===== src/rtl/sync_payload_capture.sv =====
// Payload deserialiser that follows a serial sync-word detector: on each match pulse it
// captures the next PAYLOAD_W bits MSB first and offers them on a single-entry valid/ready register.
module sync_payload_capture #(
  parameter int PAYLOAD_W = 16,
  parameter int CNT_W     = 8
) (
  input  logic                 clk,
  input  logic                 rst_n,
  input  logic                 in,
  input  logic                 sync_det,
  output logic [PAYLOAD_W-1:0] data_out,
  output logic                 data_valid,
  input  logic                 data_ready,
  output logic                 busy,
  output logic [CNT_W-1:0]     frame_count,
  output logic                 overflow
);

  localparam int CW = (PAYLOAD_W > 2) ? $clog2(PAYLOAD_W) : 1;
  localparam logic [CW-1:0] LAST_BIT = CW'(PAYLOAD_W - 1);

  // Output handshake: data_out is accepted on any rising edge where
  // data_valid && data_ready; data_valid never depends on data_ready combinationally.
  typedef enum logic {
    HUNT    = 1'b0,
    CAPTURE = 1'b1
  } state_e;

  state_e                 state_q, state_d;
  logic [PAYLOAD_W-1:0]   shift_q, shift_d;
  logic [CW-1:0]          bit_cnt_q, bit_cnt_d;
  logic [PAYLOAD_W-1:0]   data_out_q, data_out_d;
  logic                   data_valid_q, data_valid_d;
  logic [CNT_W-1:0]       frame_count_q, frame_count_d;
  logic                   overflow_q, overflow_d;
  logic                   complete;
  logic [PAYLOAD_W-1:0]   word;

  always_comb begin
    state_d       = state_q;
    shift_d       = shift_q;
    bit_cnt_d     = bit_cnt_q;
    data_out_d    = data_out_q;
    data_valid_d  = data_valid_q;
    frame_count_d = frame_count_q;
    overflow_d    = overflow_q;
    complete      = 1'b0;
    word          = {shift_q[PAYLOAD_W-2:0], in};

    unique case (state_q)
      HUNT: begin
        if (sync_det) begin
          shift_d   = {{(PAYLOAD_W-1){1'b0}}, in};
          bit_cnt_d = CW'(1);
          state_d   = CAPTURE;
        end
      end
      CAPTURE: begin
        // sync_det is deliberately ignored here, including on the completion edge.
        shift_d = word;
        if (bit_cnt_q == LAST_BIT) begin
          complete  = 1'b1;
          bit_cnt_d = '0;
          state_d   = HUNT;
        end else begin
          bit_cnt_d = bit_cnt_q + CW'(1);
        end
      end
      default: state_d = HUNT;
    endcase

    if (complete) begin
      if (!data_valid_q || data_ready) begin
        data_out_d    = word;
        data_valid_d  = 1'b1;
        frame_count_d = frame_count_q + CNT_W'(1);
      end else begin
        overflow_d = 1'b1;
      end
    end else if (data_valid_q && data_ready) begin
      data_valid_d = 1'b0;
    end
  end

  always_ff @(posedge clk or negedge rst_n) begin
    if (!rst_n) begin
      state_q       <= HUNT;
      shift_q       <= '0;
      bit_cnt_q     <= '0;
      data_out_q    <= '0;
      data_valid_q  <= 1'b0;
      frame_count_q <= '0;
      overflow_q    <= 1'b0;
    end else begin
      state_q       <= state_d;
      shift_q       <= shift_d;
      bit_cnt_q     <= bit_cnt_d;
      data_out_q    <= data_out_d;
      data_valid_q  <= data_valid_d;
      frame_count_q <= frame_count_d;
      overflow_q    <= overflow_d;
    end
  end

  assign data_out    = data_out_q;
  assign data_valid  = data_valid_q;
  assign busy        = (state_q == CAPTURE);
  assign frame_count = frame_count_q;
  assign overflow    = overflow_q;

endmodule


===== config.mk =====
export PLATFORM = sky130hd
export DESIGN_NAME = sync_payload_capture
export DESIGN_NICKNAME = d
export VERILOG_FILES = /design/src/rtl/sync_payload_capture.sv
export SDC_FILE = /design/constraint.sdc
export NUM_CORES = 1
export LEC_CHECK = 0
export ABC_AREA = 0
export BUFFER_PORTS_ARGS = -buffer_cell sky130_fd_sc_hd__buf_2
export CORE_UTILIZATION = 54
export CTS_BUF_LIST = sky130_fd_sc_hd__clkbuf_8 sky130_fd_sc_hd__clkbuf_16
export CTS_CLUSTER_SIZE = 14
export DETAILED_ROUTE_END_ITERATION = 7
export GPL_TIMING_DRIVEN = 0
export PLACE_DENSITY = 0.88
export SYNTH_ARGS = -nofsm -noshare
export SYNTH_HDL_FRONTEND = slang
export SYNTH_SLANG_ARGS = --single-unit

===== constraint.sdc =====
create_clock -name clk -period 1.94 [get_ports clk]
set_clock_uncertainty 0.05 [all_clocks]
set_input_delay 0.388 -clock clk [delete_from_list [all_inputs] [get_ports clk]]
set_output_delay 0.388 -clock clk [all_outputs]
set_load 0.005 [all_outputs]

# [Yosys cells after proc, flatten, opt, wreduce, memory -nomap -nowiden]
# Index checks and enable logic that the tools add are counted.
[totals] wordCells=34 output_inout_bits=27 regBits=46 input_bits=5
[classes] n_addsub=2 muxes=13 bitwise_logic=2 eq_ne=3 n_reduce_logical=7
[op_table] op="$pmux 15 s2" count=1
[op_table] op="$mux 15" count=1
[op_table] op="$add 8x1->8 const B" count=1
[op_table] op="$mux 4" count=2
[op_table] op="$pmux 4 s2" count=1
[op_table] op="$mux 1" count=7
[op_table] op="$reduce_and 2->1" count=3
[op_table] op="$add 4x1->4 const B" count=1
[op_table] op="$eq 4x4->1 const B" count=1
[op_table] op="$ne 2x1->1 const B" count=1
[op_table] op="$ne 2x2->1 const B" count=1
[op_table] op="$not 1->1" count=2
[op_table] op="$pmux 1 s2" count=1
[op_table] op="$reduce_bool 2->1" count=1
[op_table] op="$logic_and 1x1->1" count=1
[op_table] op="$logic_not 1->1" count=1
[op_table] op="$logic_or 1x1->1" count=1

# [Depth between registers and ports, before layout]
# Gate-level depths: netlist of the first run.
[depth] ltp_word=5 mapped_depth=7 ltp_nobuf=5

# [Worst setup path after synthesis of the first run]
# No wires, ideal clock.
[synth_timing] path_kind="register to register" start="register bit_cnt_q[0]" end="register data_out_q[10] (netlist: data_out[10])" arrival_ps=1466 setup_ps=125 synth_period_minus_slack_ps=1641 path_stages_with_launch=7 required_time_ps=1765 path_slack_ps=299 n_path_buf=2 path_cell_list="dfrtp_1 ha_1 nand4_2 nor2b_2 buf_6 buf_6 mux2_2"
[synth_via] elab_chain_cells=4
[synth_rtl] element="from (decl)" line_no="31" rtl="logic [CW-1:0] bit_cnt_q, bit_cnt_d;"
[synth_rtl] element="from (signal assigned)" line_no="97" rtl="bit_cnt_q <= bit_cnt_d;"
[synth_rtl] element="$eq 4x4->1" line_no="61" rtl="if (bit_cnt_q == LAST_BIT) begin"
[synth_rtl] element="$mux 1" line_no="61"
[synth_rtl] element="$mux 1" line_no="50" rtl="unique case (state_q)"
[synth_rtl] element="$reduce_and 2->1 (no line)"
[synth_rtl] element="to (signal assigned)" line_no="98" rtl="data_out_q <= data_out_d;"
[synth_rtl] element="to (decl)" line_no="32" rtl="logic [PAYLOAD_W-1:0] data_out_q, data_out_d;"
# No other way between the ends.
# A chain may end at the register's enable or synchronous reset.

# [Worst setup path in the final report of the first run]
[layout_timing] start="register bit_cnt_q[0]" end="register data_out_q[4] (netlist: data_out[4])"
# Same word-level chain as after synthesis.

==> results.md, run 1 <==
• **endpoint kind of the worst setup timing path** register
• **post-route worst hold slack** 0.1959 ns
• **worst hold path type** primary input to async pin
• **initial cell density of the core** 56.32%
• **portion of the post-synthesis area used by sequential elements** 61.25%
• **Worst-Margin Slew** 0.9763 ns
• **busiest layer in global routing** met2
• **worst setup path endpoint** data_out[4]
• **cells taking the most area after synthesis** sky130_fd_sc_hd__dfrtp_1 61%, sky130_fd_sc_hd__mux2_2 11%, sky130_fd_sc_hd__nand2b_1 4.3%
• **number of buffers created by CTS** 5
• **number of optimization iterations in the first detailed-route pass** 4
• **level count of the clock H-tree** 2
• **vias per inst** 5.377
• **critical-path cell list** ha_1 > nand4_2 > nor2b_2 > buf_6 > buf_6 > mux2_2
• **number of synthesized flops with an enable pin** 0
• **arrival time reported for the critical path endpoint** 1.97 ns
• **insertion delay to the later sink of the worst-skew pair** 0.30 ns
• **VDD IR max** 0.9750 mV
• **maximum number of pins on one net before global-route repair** 47
• **met2 Use GR** 34.22%
• **layout cells sized above 1** 34.74%
• **per-instance average area after synthesis** 12.70 um^2
• **met3 layer usage reported by global route** 6.823%
• **syn nets** 155
• **detailed-route wire length** 3519 um
• **Slew Viols, Final** 0
• **area of the multi-input gates** 660.6 um^2
• **outcome** completed
• **first-pass GRT wire length** 5658 um
• **number of remaining DRC errors** 0
• **sequential cell area** 1151 um^2
• **critical path class** register to register
• **power density of the placed cells** 1522 nW/um^2
• **GRT Resource Usage Total** 21.98%
• **number of buffers between clock root and the deepest sink** 2
• **reported max-cap violation count** 0
• **critical register-to-register path startpoint** bit_cnt_q[0]
• **Cell variety after synth** 28
• **clock-pin slew reported for the worst setup and hold paths after clock tree synthesis** 0.08 ns
• **synthesis warning total** 0
• **path length in cells of the critical path** 6
• **async set or reset register ratio after synthesis** 100.0%
• **number of clock sinks** 46
• **part of the total power dissipated in combinational logic** 32.2%
• **Synth Flop Type** sky130_fd_sc_hd__dfrtp_1
• **worst path required time** 2.08 ns
• **cells after synthesis** 148
• **detailed-route wire length per cell** 14.91 um
• **GR Util met1** 27.56%
• **growth of design area from synthesis to finish** 18.11%
• **hold bufs inserted after CTS** 0
• **remaining number of nets flagged by the antenna check after routing** 0
• **routed vias** 1269
• **critical path's largest stage delay** 0.42 ns
• **family with the most delay on the worst path** flip-flops
• **share of the synthesized area in the top cell type** 61.25%
• **worst slew margin relative to its limit** 34.91%
• **standard-cell row count** 21
• **count of buffering cells on the critical path with inverters included** 2
• **weighted congestion reported at the end of routability-driven placement** 0.8734
• **fraction of the cycle the final worst path needs** 94.55%
• **Post-synth top cells** 46 x sky130_fd_sc_hd__dfrtp_1, 18 x sky130_fd_sc_hd__mux2_2, 16 x sky130_fd_sc_hd__nand2_1, 13 x sky130_fd_sc_hd__nand2b_1, 13 x sky130_fd_sc_hd__o21ai_0
• **number of register bits inferred by synthesis** 46
• **kind of start point of the critical path** register
• **number of setup violations in the final report** 0
• **Leakage Power** 1.078 nW
• **Detailed Place HPWL** 2476 um
• **number of I/O port buffers** 31
• **width of the chip** 61.00 um
• **worst setup path startpoint** bit_cnt_q[0]
• **net total in the final layout** 196
• **RSZ-0062 raised after global routing** false
• **clk root buf** sky130_fd_sc_hd__clkbuf_8
• **final number of hold-violating endpoints** 0
• **highest clock rate** 545.2 MHz
• **via count of the first global-routing pass** 1223
• **clock share of power** 18.9%
• **final critical-path required period** 1.834 ns
• **depth of the most critical reg-to-reg path** 6
• **number of antenna violations at the first check in global routing** 0
• **floorplan die area** 3720 um^2
• **Max stage delay cell, worst path** sky130_fd_sc_hd__dfrtp_1
• **cells resized by post-CTS repair** 0
• **number of placed I/O pins** 32
• **number of filler instances in the final layout** 245
• **vertical extent of the die** 61.00 um
• **largest fanout of any net on the critical path** 10
• **summed negative setup slack over all endpoints** 0 ns
• **cell type with the largest total area after synthesis** sky130_fd_sc_hd__dfrtp_1
• **initial detailed-routing violation count** 47
• **antenna diode instance count** 0
• **cell internal pwr** 2.281 mW
• **CTS tree** yes
• **capture instance of the worst register-to-register path** data_out[4]
• **switching power as a share of total power** 32.48%
• **summed instance area of the synthesized netlist** 1879 um^2
• **dominant cell by count in the synthesized netlist** sky130_fd_sc_hd__dfrtp_1
• **net load switching power** 1.097 mW
• **total core area** 3337 um^2
• **total global routing overflow** 0
• **Sequential Power Share** 49.0%
• **minimum setup slack among reg-to-reg paths** 0.11 ns
• **cell with the most instances on the worst path** sky130_fd_sc_hd__buf_6
worst min-delay path by stage:
| stage | start | endpoint | slack (ns) | cells after the start |
|---|---|---|---|---|
| 3_5_place_dp | overflow | overflow | 0.43 | 1 |
| 5_1_grt | rst_n | shift_q[13] | 0.28 | 1 |
| 4_1_cts | rst_n | data_out[12] | 0.23 | 1 |
| 6_report | rst_n | data_out[10] | 0.20 | 1 |
| 3_3_place_gp | overflow | overflow | 0.40 | 1 |
| 2_1_floorplan | rst_n | bit_cnt_q[0] | 0.04 | 0 |
placed cells by master (no fill, tap or decap), types with 2 or more instances in the layout:
cell type                  synthesis  routed
sky130_fd_sc_hd__xnor2_1           6       6
sky130_fd_sc_hd__a21oi_1           3       3
sky130_fd_sc_hd__clkbuf_8          0       7
sky130_fd_sc_hd__dfrtp_1          46      46
sky130_fd_sc_hd__nand2b_1         13      13
sky130_fd_sc_hd__nand2_1          16      16
sky130_fd_sc_hd__nand4_1           3       3
sky130_fd_sc_hd__buf_4             1       4
sky130_fd_sc_hd__buf_6             2       2
sky130_fd_sc_hd__clkbuf_1          4       4
sky130_fd_sc_hd__o31ai_1           2       2
sky130_fd_sc_hd__o21ai_0          13      13
sky130_fd_sc_hd__xor2_1            2       2
sky130_fd_sc_hd__buf_2             0      31
sky130_fd_sc_hd__a22o_1            3       3
sky130_fd_sc_hd__mux2_2           18      18
sky130_fd_sc_hd__ha_1              2       2
sky130_fd_sc_hd__inv_1             2       2
repair_timing:
action,4_1_cts,5_1_grt
setup endpoints to repair,0,1
endpoints found under the hold margin,0,0
setup buffers,0,3
cells by family (layout without fill, tap and decap cells):
logic type                 after synthesis  after routing  share of synthesized area (%)
DFF                                     46             46                          61.25
AOI/OAI and AO/OA                       24             24                          7.590
xor gates and xnor gates                 8              8                          3.729
muxes                                   18             18                          10.79
adders and majority gates                2              2                          1.331
buffers and inverters                   10             52                          3.595
and+or+nand+nor                         40             40                          11.72
power by group through the flow:
stage	logic, mW	registers [mW]	clock network [mW]
finish	1.09	1.65	0.637
detailed placement	1.04	1.67	0
global placement	0.971	1.62	0
floorplan	0.646	1.62	0
CTS	1.04	1.65	0.656
global route	1.22	1.71	0.690
state kept, by name, summed over array words and instances (netlist names):
name / cells
shift_q: 15
bit_cnt_q: 4
data_valid: 1
busy: 1
frame_count: 8
overflow: 1
data_out: 16
area by class of cell:
type                            count  area share [%]
Multi-Input combinational cell     92           29.76
Inverter                            2          0.3382
Clock inverter                      1          0.3946
Tap cell                           46           2.593
Clock buffer                        7           4.340
Buffer                              8           2.706
Timing Repair Buffer               34           8.004
Sequential cell                    46           51.86
worst reg2reg max path, stage by stage, from the launching register on:
cell	delay (ns)
sky130_fd_sc_hd__dfrtp_1	0.42
sky130_fd_sc_hd__ha_1	0.25
sky130_fd_sc_hd__nand4_2	0.19
sky130_fd_sc_hd__nor2b_2	0.17
sky130_fd_sc_hd__buf_6	0.14
sky130_fd_sc_hd__buf_6	0.16
sky130_fd_sc_hd__mux2_2	0.35
per-stage QoR:
stage / setup slack (ns) / instances / cell area, um^2 / util (%) / total power, mW
2_1_floorplan: 0.2992 / 148 / 1879 / - / 2.266
3_3_place_gp: 0.1884 / 225 / 2092 / 62.69 / 2.593
3_5_place_dp: 0.09224 / 225 / 2092 / 62.69 / 2.712
4_1_cts: 0.07220 / 233 / 2197 / 65.84 / 3.354
5_1_grt: 0.01081 / 236 / 2220 / 66.52 / 3.620
6_report: 0.1058 / 236 / 2220 / 66.52 / 3.378
routing by layer:
metal  vias to the layer above  share of wire [%]
li1                        594                  -
met1                       629                 42
met2                        37                 50
met3                         9                4.9
met4                         0                3.0
met5                         -                  0
No activity file was read; power rests on OpenSTA's default activity.
==> run 2, diff against run 1 <==
--- a/config.mk
+++ b/config.mk
@@ -7,12 +7,15 @@
 export LEC_CHECK = 0
 export ABC_AREA = 0
 export BUFFER_PORTS_ARGS = -buffer_cell sky130_fd_sc_hd__buf_2
-export CORE_UTILIZATION = 54
+export CELL_PAD_IN_SITES_DETAIL_PLACEMENT = 1
+export CELL_PAD_IN_SITES_GLOBAL_PLACEMENT = 1
+export CORE_UTILIZATION = 44
 export CTS_BUF_LIST = sky130_fd_sc_hd__clkbuf_8 sky130_fd_sc_hd__clkbuf_16
 export CTS_CLUSTER_SIZE = 14
 export DETAILED_ROUTE_END_ITERATION = 7
 export GPL_TIMING_DRIVEN = 0
-export PLACE_DENSITY = 0.88
+export PLACE_DENSITY = 0.89
 export SYNTH_ARGS = -nofsm -noshare
 export SYNTH_HDL_FRONTEND = slang
 export SYNTH_SLANG_ARGS = --single-unit
+export TNS_END_PERCENT = 10
==> run 2 against run 1 <==
Effect of this change:
- sequential share of layout area about the same
- hold slack improved by 0.017 ns
- first-iteration DRC count decreased by 32%
- combinational power about the same
- power increased by 1.3%
- global-route usage decreased by 1.8 points
- final area about the same
- via count decreased by 0.71%
- utilization decreased by 12 points
- die area increased by 22%
- non-clock buffer count decreased by 3
- fmax increased by 1.7%
- largest cell class unchanged
- highest routed layer unchanged
==> results.md, run 2 (synthesized netlist as in run 1, its figures left out) <==
• **net load switching power** 1.117 mW
• **clock-pin slew reported for the worst setup and hold paths after clock tree synthesis** 0.09 ns
• **cell count after placement** 229
• **post-route worst hold slack** 0.2126 ns
• **final number of hold-violating endpoints** 0
• **endpoint kind of the worst setup timing path** register
• **total global routing overflow** 0
• **post-CTS repair timing setup buffer count** 0
• **largest fanout of any net on the critical path** 10
• **power density of the placed cells** 1542 nW/um^2
• **critical path's largest stage delay** 0.43 ns
• **RSZ-0062 raised after global routing** false
• **number of filler instances in the final layout** 435
• **standard cell area after detailed placement** 2097 um^2
• **VDD IR max** 0.8647 mV
• **cell internal pwr** 2.304 mW
• **width of the chip** 67.36 um
• **highest clock rate** 554.7 MHz
• **number of buffers created by CTS** 5
• **floorplan die area** 4537 um^2
• **detailed-route wire length per cell** 16.77 um
• **arrival time reported for the critical path endpoint** 1.94 ns
• **fraction of the cycle the final worst path needs** 92.92%
• **final critical-path required period** 1.803 ns
• **via count of the first global-routing pass** 1289
• **max reg flops** 16
• **kind of start point of the critical path** register
• **Leakage Power** 1.056 nW
• **clk root buf** sky130_fd_sc_hd__clkbuf_8
• **number of antenna violations at the first check in global routing** 0
• **number of optimization iterations in the first detailed-route pass** 4
• **count of buffering cells on the critical path with inverters included** 2
• **maximum number of pins on one net before global-route repair** 47
• **remaining number of nets flagged by the antenna check after routing** 0
• **layout cells sized above 1** 33.69%
• **CTS tree** yes
• **Max stage delay cell, worst path** sky130_fd_sc_hd__dfrtp_1
• **worst path required time** 2.07 ns
• **Layout Cells excl Fill** 237
• **weighted congestion reported at the end of routability-driven placement** 0.7133
• **cells resized by post-CTS repair** 0
• **crit path setup slack, layout** 0.1373 ns
• **Detailed Place HPWL** 2721 um
• **outcome** completed
• **growth of design area from synthesis to finish** 18.04%
• **net total in the final layout** 193
• **number of setup violations in the final report** 0
• **number of buffers between clock root and the deepest sink** 2
• **total core area** 4058 um^2
• **reported max-cap violation count** 0
• **Slew Viols, Final** 0
• **critical-path cell list** ha_2 > nand4_4 > nor2b_2 > buf_6 > buf_6 > mux2_2
• **first-pass GRT wire length** 6541 um
• **initial cell density of the core** 46.32%
• **number of clock sinks** 46
• **Worst-Margin Slew** 1.017 ns
• **hold bufs inserted after CTS** 0
• **most common cell after layout, fill and taps aside** sky130_fd_sc_hd__dfrtp_1
• **detailed-route wire length** 3974 um
• **worst slew margin relative to its limit** 32.17%
• **fin util** 54.67%
• **summed negative setup slack over all endpoints** 0 ns
• **number of remaining DRC errors** 0
• **cell with the most instances on the worst path** sky130_fd_sc_hd__buf_6
• **routed vias** 1260
• **initial detailed-routing violation count** 32
• **critical path class** register to register
• **vias per inst** 5.316
• **antenna diode instance count** 0
• **design area** 2218 um^2
• **number of I/O port buffers** 31
• **post-placement worst setup slack** 0.05706 ns
• **GRT Resource Usage Total** 20.22%
• **level count of the clock H-tree** 2
• **clock share of power** 20.3%
• **vertical extent of the die** 67.36 um
• **top library cells by usage in the layout, fill and taps aside** 46 x sky130_fd_sc_hd__dfrtp_1, 31 x sky130_fd_sc_hd__buf_2, 18 x sky130_fd_sc_hd__mux2_2
• **Sequential Power Share** 48.7%
• **post-layout power** 3.421 mW
• **family with the most delay on the worst path** flip-flops
• **standard-cell row count** 23
• **switching power as a share of total power** 32.66%
• **insertion delay to the later sink of the worst-skew pair** 0.30 ns
• **worst hold path type** primary input to async pin
• **number of placed I/O pins** 32
• **part of the total power dissipated in combinational logic** 31.0%
run 2: per-layer routing:
layer  part of all wire [%]  global-route usage (%)  vias up
met5                      0                       0        -
met4                   0.63                   6.383        0
met3                    3.4                   3.547        2
met2                     52                   34.88       33
met1                     44                   25.69      648
li1                       -                       -      577
run 2: power by group through the flow:
stage	combinational, mW	sequential, mW	clock, mW
6_report	1.06	1.67	0.696
5_1_grt	1.20	1.73	0.747
4_1_cts	1.07	1.66	0.718
3_5_place_dp	1.05	1.67	0
3_3_place_gp	0.983	1.63	0
2_1_floorplan	0.646	1.62	0
run 2: worst register-to-register path, delay by kind of cell (launching register included):
family | cells | cell delay (ns)
adders and majority gates | 1 | 0.26
and+or+nand+nor | 2 | 0.29
buffers and inverters | 2 | 0.30
DFF | 1 | 0.43
muxes | 1 | 0.35
run 2: area by class of cell:
type,instances,area [um^2],area share (%)
buffer,8,60.06,2.707
clock buffer,5,68.82,3.102
clock inverter,3,41.29,1.861
inverter,2,7.507,0.3384
multi-input combinational,92,671.9,30.29
sequential,46,1151,51.89
tap,50,62.56,2.820
timing repair buffer,31,155.1,6.994
run 2: final timing paths:
check                                from  slack [ns]        endpoint  depth (start not counted)
setup reg to reg             bit_cnt_q[0]        0.14    data_out[11]                          6
setup / recovery             bit_cnt_q[0]        0.14    data_out[11]                          6
hold / removal                      rst_n        0.21  frame_count[2]                          1
max in group asynchronous           rst_n        1.01     data_out[7]                          1
hold reg to reg            frame_count[7]        0.42  frame_count[7]                          1
min in group clk                       in        0.28     data_out[0]                          2
==> run 3, diff against run 2 <==
--- a/config.mk
+++ b/config.mk
@@ -9,12 +9,12 @@
 export BUFFER_PORTS_ARGS = -buffer_cell sky130_fd_sc_hd__buf_2
 export CELL_PAD_IN_SITES_DETAIL_PLACEMENT = 1
 export CELL_PAD_IN_SITES_GLOBAL_PLACEMENT = 1
-export CORE_UTILIZATION = 44
+export CORE_UTILIZATION = 47
 export CTS_BUF_LIST = sky130_fd_sc_hd__clkbuf_8 sky130_fd_sc_hd__clkbuf_16
 export CTS_CLUSTER_SIZE = 14
 export DETAILED_ROUTE_END_ITERATION = 7
 export GPL_TIMING_DRIVEN = 0
-export PLACE_DENSITY = 0.89
+export PLACE_DENSITY = 0.93
 export SYNTH_ARGS = -nofsm -noshare
 export SYNTH_HDL_FRONTEND = slang
 export SYNTH_SLANG_ARGS = --single-unit
==> constraint.sdc (replaced) <==
create_clock -name clk -period 2.2 [get_ports clk]
set_clock_uncertainty 0.05 [all_clocks]
set_input_delay 0.44 -clock clk [delete_from_list [all_inputs] [get_ports clk]]
set_output_delay 0.44 -clock clk [all_outputs]
set_load 0.005 [all_outputs]
==> run 3 against run 2 <==
Effect of this change:
- non-clock buffer count is the same
- setup slack gained 0.16 ns
- global-route usage grew 2.3 points
- routed wire length grew 1.1%
- fmax shrank 5.1%
- hold slack gained 0.048 ns
- cell count shrank 1.7%
- power shrank 15%
- sequential power shrank 12%
- count of clock-buffer cells in the layout grew 1
- sequential cell count is the same
- sequential share of layout area grew 0.98 points
- highest routed layer unchanged
==> results.md, run 3 (synthesized netlist as in run 1, its figures left out) <==
• **outcome** completed
• **number of optimization iterations in the first detailed-route pass** 4
• **post-CTS repair timing setup buffer count** 0
• **worst hold path type** primary input to async pin
• **clock-pin slew reported for the worst setup and hold paths after clock tree synthesis** 0.08 ns
• **number of setup violations in the final report** 0
• **largest fanout of any net on the critical path** 10
• **level count of the clock H-tree** 2
• **worst slew margin relative to its limit** 33.25%
• **standard-cell row count** 22
• **CTS tree** yes
• **most common cell after layout, fill and taps aside** sky130_fd_sc_hd__dfrtp_1
• **fraction of the cycle the final worst path needs** 86.31%
• **growth of design area from synthesis to finish** 15.85%
• **total global routing overflow** 0
• **cells resized by post-CTS repair** 0
• **max reg flops** 16
• **layout cells sized above 1** 32.97%
• **vertical extent of the die** 65.24 um
• **final critical-path required period** 1.899 ns
• **remaining number of nets flagged by the antenna check after routing** 0
• **number of filler instances in the final layout** 419
• **initial detailed-routing violation count** 55
• **insertion delay to the later sink of the worst-skew pair** 0.29 ns
• **net total in the final layout** 193
• **clk root buf** sky130_fd_sc_hd__clkbuf_8
• **initial cell density of the core** 50.20%
• **total core area** 3744 um^2
• **antenna diode instance count** 0
• **endpoint kind of the worst setup timing path** register
• **Worst-Margin Slew** 1.001 ns
• **first-pass GRT wire length** 7003 um
• **reported max-cap violation count** 0
• **Slew Viols, Final** 0
• **worst path required time** 2.33 ns
• **final number of hold-violating endpoints** 0
• **routed vias** 1284
• **post-layout power** 2.915 mW
• **hold bufs inserted after CTS** 0
• **GRT Resource Usage Total** 22.55%
• **RSZ-0062 raised after global routing** false
• **VDD IR max** 0.6197 mV
• **power density of the placed cells** 1339 nW/um^2
• **number of antenna violations at the first check in global routing** 0
• **floorplan die area** 4256 um^2
• **detailed-route wire length per cell** 17.24 um
• **maximum number of pins on one net before global-route repair** 47
• **top library cells by usage in the layout, fill and taps aside** 46 x sky130_fd_sc_hd__dfrtp_1, 31 x sky130_fd_sc_hd__buf_2, 18 x sky130_fd_sc_hd__mux2_2
• **highest clock rate** 526.6 MHz
• **width of the chip** 65.24 um
• **number of buffers created by CTS** 5
• **number of clock sinks** 46
• **arrival time reported for the critical path endpoint** 2.03 ns
• **number of remaining DRC errors** 0
• **Detailed Place HPWL** 2822 um
• **via count of the first global-routing pass** 1420
• **vias per inst** 5.511
• **Leakage Power** 1.052 nW
• **critical path class** register to register
• **weighted congestion reported at the end of routability-driven placement** 0.8389
• **detailed-route wire length** 4017 um
• **kind of start point of the critical path** register
• **number of I/O port buffers** 31
• **summed negative setup slack over all endpoints** 0 ns
• **number of placed I/O pins** 32
• **number of buffers between clock root and the deepest sink** 2
==> run 3: cell count changes in the layout (fill, tap and decap cells not counted), sizes merged <==
cell,before,now
inv,3,2
bufinv,1,0
clkbuf,9,10
clkinvlp,1,0
==> run 3: report_power, final <==
group / leakage, nW / internal (mW) / switching (mW) / total [mW]
sequential: 0.579 / 1.19 / 0.280 / 1.47
clock: 0.0431 / 0.242 / 0.259 / 0.502
combinational: 0.431 / 0.499 / 0.440 / 0.939
==> run 3: per-stage QoR <==
step	instances	setup WS, ns	hold slack [ns]	instance area, um^2	utilization [%]
after floorplan	148	0.5592	0.09441	1879	-
after global placement	227	0.4085	0.4044	2095	55.95
after detailed placement	227	0.3284	0.4109	2095	55.95
after CTS	233	0.3033	0.2968	2177	58.16
after global routing	233	0.2019	0.3458	2177	58.16
final	233	0.3011	0.2605	2177	58.16
==> run 3: cell type report <==
cell class | count | area (um^2) | area share (%)
buffer | 8 | 60.06 | 2.759
clock buffer | 6 | 82.58 | 3.793
inverter | 2 | 7.507 | 0.3448
multi-input combinational | 92 | 660.6 | 30.34
sequential | 46 | 1151 | 52.87
tap | 48 | 60.06 | 2.759
timing repair buffer | 31 | 155.1 | 7.126
==> run 3: worst paths after layout <==
path,to,slack (ns),from,cells after the start
min reg2reg,frame_count[7],0.42,frame_count[7],1
min,overflow,0.26,rst_n,1
max reg2reg,data_out[12],0.30,bit_cnt_q[0],6
min in group clk,shift_q[0],0.34,in,2
max in group asynchronous,data_out[3],1.22,rst_n,1
max,data_out[12],0.30,bit_cnt_q[0],6
==> run 3: worst max-delay path, stage by stage (launching register included) <==
cell and delay (ns):
sky130_fd_sc_hd__dfrtp_1 0.43, sky130_fd_sc_hd__ha_1 0.26, sky130_fd_sc_hd__nand4_2 0.21, sky130_fd_sc_hd__nor2b_2 0.18, sky130_fd_sc_hd__buf_6 0.15, sky130_fd_sc_hd__buf_6 0.16
sky130_fd_sc_hd__mux2_2 0.35
==> run 3: layer usage <==
metal,GRT usage (%),wire (um)
met5,0,0
met4,8.967,65
met3,4.861,170
met2,40.59,2187
met1,25.78,1593
